===== src/rtl/lcd_hex_formatter.sv =====
`default_nettype none
// ============================================================================
// Module   : lcd_hex_formatter
// Brief    : Snapshots NCH packed channel values on a step edge or refresh
//            request and renders them one nibble per cycle as uppercase ASCII
//            hex at programmable character positions of the LCD string.
//            Pulses cls when the string is complete and counts step edges.
// Revision : 1.0 - initial parametrised release
// ============================================================================
module lcd_hex_formatter #(
  parameter int                     NCH       = 4,
  parameter int                     DIGITS    = 8,
  parameter int                     STR_BYTES = 32,
  parameter logic [NCH*8-1:0]       CH_POS    = {8'd24, 8'd16, 8'd8, 8'd0},
  parameter logic [STR_BYTES*8-1:0] INIT_STR  = "01234567 00 0123f01d01e01m01w01 "
) (
  input  logic                      CCLK,
  input  logic                      rst,
  input  logic                      step,
  input  logic                      refresh,
  input  logic [NCH*DIGITS*4-1:0]   ch_data,
  output logic [STR_BYTES*8-1:0]    strdata,
  output logic                      cls,
  output logic                      busy,
  output logic [7:0]                step_cnt
);

  // Counter widths; a single channel or digit still needs one bit.
  localparam int c_cw = (NCH    > 1) ? $clog2(NCH)    : 1;
  localparam int c_dw = (DIGITS > 1) ? $clog2(DIGITS) : 1;
  localparam logic [c_cw-1:0] c_last_ch  = c_cw'(NCH - 1);
  localparam logic [c_dw-1:0] c_last_dig = c_dw'(DIGITS - 1);

  typedef enum logic [1:0] {
    S_IDLE = 2'd0,
    S_CONV = 2'd1,
    S_DONE = 2'd2
  } state_t;

  state_t                    state_q,   state_d;
  logic                      step_q,    step_d;
  logic                      pending_q, pending_d;
  logic [7:0]                step_cnt_q, step_cnt_d;
  logic [NCH*DIGITS*4-1:0]   snap_q,    snap_d;
  logic [c_cw-1:0]           ch_q,      ch_d;
  logic [c_dw-1:0]           dig_q,     dig_d;
  logic [STR_BYTES*8-1:0]    strdata_q, strdata_d;
  logic                      cls_q,     cls_d;
  logic                      busy_q,    busy_d;

  logic                      w_step_rise;
  logic                      w_trig;
  logic [3:0]                w_nib;
  logic [7:0]                w_base;
  logic [8:0]                w_pos;
  logic [7:0]                w_ascii;

  // Select the current nibble and its target character position.
  always_comb begin
    w_nib  = 4'h0;
    w_base = 8'h00;
    for (int c = 0; c < NCH; c++) begin
      if (ch_q == c_cw'(c)) begin
        w_base = CH_POS[c*8 +: 8];
        for (int d = 0; d < DIGITS; d++) begin
          if (dig_q == c_dw'(d)) begin
            w_nib = snap_q[c*DIGITS*4 + (DIGITS-1-d)*4 +: 4];
          end
        end
      end
    end
    // Nine bits so that positions past 255 never wrap back into range.
    w_pos   = {1'b0, w_base} + 9'(dig_q);
    w_ascii = (w_nib < 4'd10) ? (8'h30 + {4'h0, w_nib}) : (8'h37 + {4'h0, w_nib});
  end

  // Next-state logic: edge detect, step counter, conversion sequencing.
  always_comb begin
    w_step_rise = step & ~step_q;
    w_trig      = w_step_rise | refresh;

    state_d    = state_q;
    step_d     = step;
    pending_d  = pending_q;
    step_cnt_d = step_cnt_q + {7'd0, w_step_rise};
    snap_d     = snap_q;
    ch_d       = ch_q;
    dig_d      = dig_q;
    strdata_d  = strdata_q;
    cls_d      = 1'b0;
    busy_d     = busy_q;

    case (state_q)
      S_IDLE: begin
        pending_d = 1'b0;
        if (w_trig) begin
          snap_d  = ch_data;
          ch_d    = '0;
          dig_d   = '0;
          busy_d  = 1'b1;
          state_d = S_CONV;
        end
      end

      S_CONV: begin
        if (w_trig) begin
          pending_d = 1'b1;
        end
        // Positions at or beyond the string end are simply dropped.
        for (int b = 0; b < STR_BYTES; b++) begin
          if (w_pos == 9'(b)) begin
            strdata_d[(STR_BYTES-1-b)*8 +: 8] = w_ascii;
          end
        end
        if (dig_q == c_last_dig) begin
          dig_d = '0;
          if (ch_q == c_last_ch) begin
            ch_d    = '0;
            cls_d   = 1'b1;
            state_d = S_DONE;
          end else begin
            ch_d = ch_q + 1'b1;
          end
        end else begin
          dig_d = dig_q + 1'b1;
        end
      end

      S_DONE: begin
        // A trigger landing in this very cycle is folded into the re-run.
        if (pending_q | w_trig) begin
          pending_d = 1'b0;
          snap_d    = ch_data;
          ch_d      = '0;
          dig_d     = '0;
          state_d   = S_CONV;
        end else begin
          busy_d  = 1'b0;
          state_d = S_IDLE;
        end
      end

      default: begin
        busy_d  = 1'b0;
        state_d = S_IDLE;
      end
    endcase
  end

  // State registers with synchronous reset; reset abandons any partial string.
  always_ff @(posedge CCLK) begin
    if (rst) begin
      state_q    <= S_IDLE;
      step_q     <= 1'b0;
      pending_q  <= 1'b0;
      step_cnt_q <= 8'd0;
      snap_q     <= '0;
      ch_q       <= '0;
      dig_q      <= '0;
      strdata_q  <= INIT_STR;
      cls_q      <= 1'b0;
      busy_q     <= 1'b0;
    end else begin
      state_q    <= state_d;
      step_q     <= step_d;
      pending_q  <= pending_d;
      step_cnt_q <= step_cnt_d;
      snap_q     <= snap_d;
      ch_q       <= ch_d;
      dig_q      <= dig_d;
      strdata_q  <= strdata_d;
      cls_q      <= cls_d;
      busy_q     <= busy_d;
    end
  end

  assign strdata  = strdata_q;
  assign cls      = cls_q;
  assign busy     = busy_q;
  assign step_cnt = step_cnt_q;

endmodule
`default_nettype wire


===== config.mk =====
export PLATFORM = sky130hd
export DESIGN_NAME = lcd_hex_formatter
export DESIGN_NICKNAME = d
export VERILOG_FILES = /design/src/rtl/lcd_hex_formatter.sv
export SDC_FILE = /design/constraint.sdc
export NUM_CORES = 1
export LEC_CHECK = 0
export BUFFER_PORTS_ARGS = -buffer_cell sky130_fd_sc_hd__buf_2
export CORE_MARGIN = 4
export CORE_UTILIZATION = 58
export CTS_CLUSTER_SIZE = 20
export DETAILED_ROUTE_END_ITERATION = 16
export PLACE_DENSITY = 0.86
export SKIP_CTS_REPAIR_TIMING = 1
export SLEW_MARGIN = 20
export SYNTH_ARGS = -nofsm -noshare
export SYNTH_HDL_FRONTEND = slang
export SYNTH_SLANG_ARGS = --single-unit

===== constraint.sdc =====
create_clock -name CCLK -period 9.13 [get_ports CCLK]
set_input_delay 0.913 -clock CCLK [delete_from_list [all_inputs] [get_ports CCLK]]
set_output_delay 0.913 -clock CCLK [all_outputs]
set_load 0.005 [all_outputs]

Word-level counts from Yosys, hierarchy flattened
Cells that the tools add are included.
Storage, ports and cells
  register bits after elaboration: 403
  output and inout port bits: 266
Cells by class
  add/subtract/negate cells: 6
  $lt $le $gt $ge: 1
  equal/unequal tests: 49
  mux-type cells: 63
  bitwise operators: 6
  reductions and logical operators: 45
Operators with widths (count)
  $mux 128: 2
  $pmux 128 s2: 1
  $mux 4: 37
  $eq 9x5->1 const B: 16
  $eq 9x4->1 const B: 8
  $reduce_and 2->1: 32
  $eq 9x3->1 const B: 4
  $eq 9x2->1 const B: 2
  $mux 8: 2
  $reduce_and 3->1: 5
  $add 6x4->7 const A: 2
  $mux 2: 7
  $eq 3x3->1 const B: 4
  $ne 2x2->1 const B: 6
  $pmux 2 s3: 2
  $add 8x3->9: 1
  $eq 9x1->1 const B: 1
  $logic_not 9->1: 1
  $mux 3: 3
  $pmux 3 s3: 1
  $add 8x1->8: 1
  $mux 7: 1
  $eq 2x2->1 const B: 3
  $eq 3x2->1 const B: 2
  16 further kinds: 26

Longest topological paths before layout
  word-level depth: 39
  gate-level depth with buffers: 21
  gate-level depth less buffers: 13

Worst setup path after synthesis
Ideal clock, no wire load.
  kind: reg-to-reg
  start: register dig_q[2]
  end: register strdata_q[233] (netlist: strdata[233])
  arrival: 3868 ps
  required time: 9058 ps
  slack: 5190 ps
  stages on the path, launching flop included: 21
  cells stage by stage: dfxtp_1 -> buf_4 -> buf_6 -> buf_4 -> inv_2 -> ha_1 -> buf_2 -> buf_2 -> buf_2 -> nor2b_1 -> a2111oi_0 -> o32ai_1 -> nand2_1 -> a21oi_1 -> o31ai_4 -> inv_2 -> ha_1 -> a211oi_2 -> nor2_2 -> buf_6 -> o21ai_1
Between the ends
  longest elaborated chain between the ends: 39
RTL lines
  start, declared: line 46  | logic [c_dw-1:0] dig_q, dig_d;
  start signal, assigned: line 170  | dig_q <= dig_d;
  $logic_not 3->1: line 66  | if (dig_q == c_dw'(d)) begin
  $mux 4 (8 in series): line 66
  $mux 4: line 63  | if (ch_q == c_cw'(c)) begin
  $mux 4 (8 in series): line 66
  $mux 4: line 63
  $mux 4 (8 in series): line 66
  $mux 4: line 63
  $mux 4 (8 in series): line 66
  $mux 4: line 63
  $add 6x4->7 / $lt 4x4->1 (equally long branches): line 74  | w_ascii = (w_nib < 4'd10) ? (8'h30 + {4'h0, w_nib}) : (8'h37 + {4'h0, w_nib});
  $mux 7: line 74
  end signal, assigned: line 171  | strdata_q <= strdata_d;
  end, declared: line 47  | logic [STR_BYTES*8-1:0] strdata_q, strdata_d;
Several ways; a longest one is shown, not always the timed one.
A chain may end at the register's enable or synchronous reset.

Worst setup path in the final report
  start: register dig_q[2]
  end: register strdata_q[201] (netlist: strdata[201])
Same word-level chain as after synthesis.

==> insert_results.sql <==
INSERT INTO impl_metrics (metric_group, metric, value, unit) VALUES
('route', 'drt_iter0_markers', '1959', ''),
('cts', 'cts_made_buffers', '37', ''),
('critical_path', 'critical-path-max-stage-delay', '1.01', 'ns'),
('floorplanning', 'die_w', '173.6', 'µm'),
('synth', 'synthesis.instances', '2001', ''),
('synth', 'yosys.cell_count.top_type', 'sky130_fd_sc_hd__nand2_1', ''),
('floorplanning', 'initial_utilization', '58.99', '%'),
('synth', 'syn_area_per_cell', '7.945', 'µm²'),
('synth', 'netlist_top_cells_count', 'sky130_fd_sc_hd__nand2_1, sky130_fd_sc_hd__dfxtp_1, sky130_fd_sc_hd__a21oi_1', ''),
('global_route', 'groute.layer.met2.usage', '55.97', '%'),
('timing', 'holdWs', '0.4550', 'ns'),
('route', 'detail_route.drc_violations', '0', ''),
('layout', 'fin_area', '18730', 'µm²'),
('floorplanning', 'io_pins', '398', ''),
('synth', 'ys_top_cells_by_area', 'sky130_fd_sc_hd__dfxtp_1, sky130_fd_sc_hd__nand2_1, sky130_fd_sc_hd__a21oi_1, sky130_fd_sc_hd__nor2_1, sky130_fd_sc_hd__o21ai_0', ''),
('timing', 'period_minus_slack', '5.477', 'ns'),
('cts', 'clock_tree_from_tritoncts', 'built', ''),
('synth', 'synth_area', '15900', 'µm²'),
('global_route', 'grt_antenna_before_repair', '0', ''),
('place', 'dp_slack', '3.769', 'ns'),
('place', 'gpl.final_weighted_congestion', '0.9518', ''),
('power_and_ir_drop', 'leakagePower', '7.562', 'nW'),
('critical_path', 'path_cells', 'inv_2 -> ha_1 -> buf_4 -> or2_1 -> a221oi_2 -> o221ai_1 -> a2bb2oi_1 -> o2111a_1 -> o31ai_4 -> inv_2 -> ha_1 -> a211oi_4 -> nor2_2 -> o21ai_0', ''),
('critical_path', 'slowest_stage', 'sky130_fd_sc_hd__dfxtp_2', ''),
('synth', 'synthDistinctLibCells', '81', ''),
('run', 'cap_viol_max_count', '0', ''),
('critical_path', 'worst_setup_path_start_kind', 'register', ''),
('synth', 'synth-edff-count', '0', ''),
('route', 'via_per_inst', '6.141', ''),
('floorplanning', 'floorplan.die_area', '30120', 'µm²'),
('synth', 'synth.yosys.warnings', '0', ''),
('critical_path', 'critical_path_class', 'reg2reg', ''),
('worst_hold_path', 'hold_class', 'reg2reg', ''),
('critical_path', 'ff2ff_setup_slack', '3.65', 'ns'),
('synth', 'netlist.area_leader.share', '46.72', '%'),
('place', 'place_area', '17470', 'µm²'),
('timing', 'slew_viol_final', '0', ''),
('status', 'result_of_the_run', 'completed', ''),
('route', 'wire_per_inst', '20.39', 'µm'),
('power_and_ir_drop', 'power.density', '193.1', 'nW/µm²'),
('critical_path', 'required_time_of_the_worst_setup_path', '9.58', 'ns'),
('timing', 'post-route-period-util', '59.99', '%'),
('worst_hold_path', 'worst_hold_path.endpoint', 'snap_q[57]$_SDFFE_PP0P_', ''),
('synth', 'synth_area_leader_cell', 'sky130_fd_sc_hd__dfxtp_1', ''),
('global_route', 'grt_overflow_total', '0', ''),
('cts', 'root_buffer', 'sky130_fd_sc_hd__clkbuf_16', ''),
('global_route', 'globalRouteTotalUtil', '33.62', '%'),
('critical_path', 'arrival', '5.93', 'ns'),
('floorplanning', 'core-area', '26950', 'µm²'),
('synth', 'synthFlopType', 'sky130_fd_sc_hd__dfxtp_1', ''),
('layout', 'diodes', '0', ''),
('timing', 'maxSlewHeadroom', '22.29', '%'),
('timing', 'fmaxAchievable', '182.6', 'MHz'),
('place', 'place_hpwl', '37880', 'µm'),
('route', 'final_wirelength', '53810', 'µm'),
('timing', 'worst_pin_slew', '1.157', 'ns'),
('layout', 'final_layout_size_suffix_gt1_share', '20.97', '%'),
('cts', 'clock_tree.buffer_depth', '3', ''),
('timing', 'timing.setup.tns', '0', 'ns'),
('place', 'io_buffers', '365', ''),
('global_route', 'maximum_number_of_pins_on_one_net_before_global_route_repair', '110', ''),
('global_route', 'global_route.peak_usage_layer', 'met2', ''),
('floorplanning', 'die-height', '173.6', 'µm'),
('layout', 'area_growth_syn_to_layout', '17.84', '%'),
('worst_hold_path', 'whs_path_depth', '2', ''),
('timing', 'worst_slack', '3.653', 'ns'),
('timing', 'timing.final.hold_violations', '0', ''),
('route', 'total_number_of_vias', '16206', ''),
('synth', 'synth_sequential_area_ratio', '46.72', '%'),
('critical_path', 'critical_path.max_fanout', '56', ''),
('layout', 'nFillCells', '2183', '');
[worst max path at each step]
| stage | slack (ns) | endpoint | depth (start not counted) | startpoint |
|---|---|---|---|---|
| after CTS | 3.73 | strdata[36]$_SDFFE_PP1P_ | 14 | dig_q[2]$_SDFFE_PP0P_ |
| after global placement | 3.97 | strdata[150]$_SDFFE_PP0P_ | 14 | dig_q[2]$_SDFFE_PP0P_ |
| after floorplan | 5.19 | strdata[233]$_SDFFE_PP1P_ | 20 | dig_q[2]$_SDFFE_PP0P_ |
| after global routing | 3.34 | strdata[129]$_SDFFE_PP1P_ | 12 | dig_q[2]$_SDFFE_PP0P_ |
| after detailed placement | 3.77 | strdata[118]$_SDFFE_PP0P_ | 14 | dig_q[2]$_SDFFE_PP0P_ |
| final | 3.65 | strdata[201]$_SDFFE_PP1P_ | 14 | dig_q[2]$_SDFFE_PP0P_ |
[cell usage in the layout, fill, tap and decap left out, drive strengths merged, types with 27 or more instances in the layout]
master and count:
a211oi 27, a21oi 302, a31oi 28, buf 381, clkbuf 52, conb 32, dfxtp 371, inv 27
nand2 446, nor2 148, nor3 81, o21ai 127
[routing by layer]
metal | part of all wire [%] | up-vias
li1 | - | 7428
met1 | 38 | 7556
met2 | 47 | 1021
met3 | 9.2 | 201
met4 | 5.3 | 0
met5 | 0 | -
[sequential cells by signal, summed over array words and instances, names as in the netlist]
signal and flops:
strdata 224, snap_q 128, step_cnt 8, dig_q 3
ch_q 2, state_q 2, busy 1, cls 1
pending_q 1, step_q 1
[layout make-up]
cell class,count,area (µm²),area share [%]
clock buffer,52,1084,5.784
multi-input combinational,1456,7572,40.42
sequential,371,7428,39.65
tap,341,426.7,2.277
inverter,25,93.84,0.5009
timing repair buffer,381,1977,10.55
clock inverter,13,152.6,0.8148
[worst max-delay path, delay by kind of cell (launching register included)]
kind                     cells  cell delay (ns)
flip-flops                   1             1.01
AO/OA/AOI/OAI                7             2.25
AND/OR/NAND/NOR              2             0.68
buffers and inverters        3             0.72
adder cells (fa/ha/maj)      2             0.70
[cells by family (layout without fill, tap and decap cells)]
logic type	Yosys count	after routing	share of synthesized area, %
and+or+nand+nor	792	792	21.42
AOI/OAI and AO/OA	611	611	23.52
DFF	371	371	46.72
buffers and inverters	205	471	6.824
adders and majority gates	14	14	1.102
xor gates and xnor gates	6	6	0.3305
other	1	32	0.02359
muxes	1	1	0.06296
[where the power goes]
group	leakage (nW)	switching, mW	total, mW	internal [mW]
Sequential	3.02	0.0368	1.70	1.67
Combinational	3.94	0.261	0.375	0.114
Clock	0.602	0.647	1.54	0.893
[per-stage QoR]
step	utilization (%)	std cells	power [mW]
final	69.51	2639	3.618
after global routing	69.51	2639	3.728
after CTS	69.41	2638	3.613
after detailed placement	64.82	2573	2.099
after global placement	64.82	2573	2.087
after floorplan	-	2032	1.993
No activity file was read; power rests on OpenSTA's default activity.
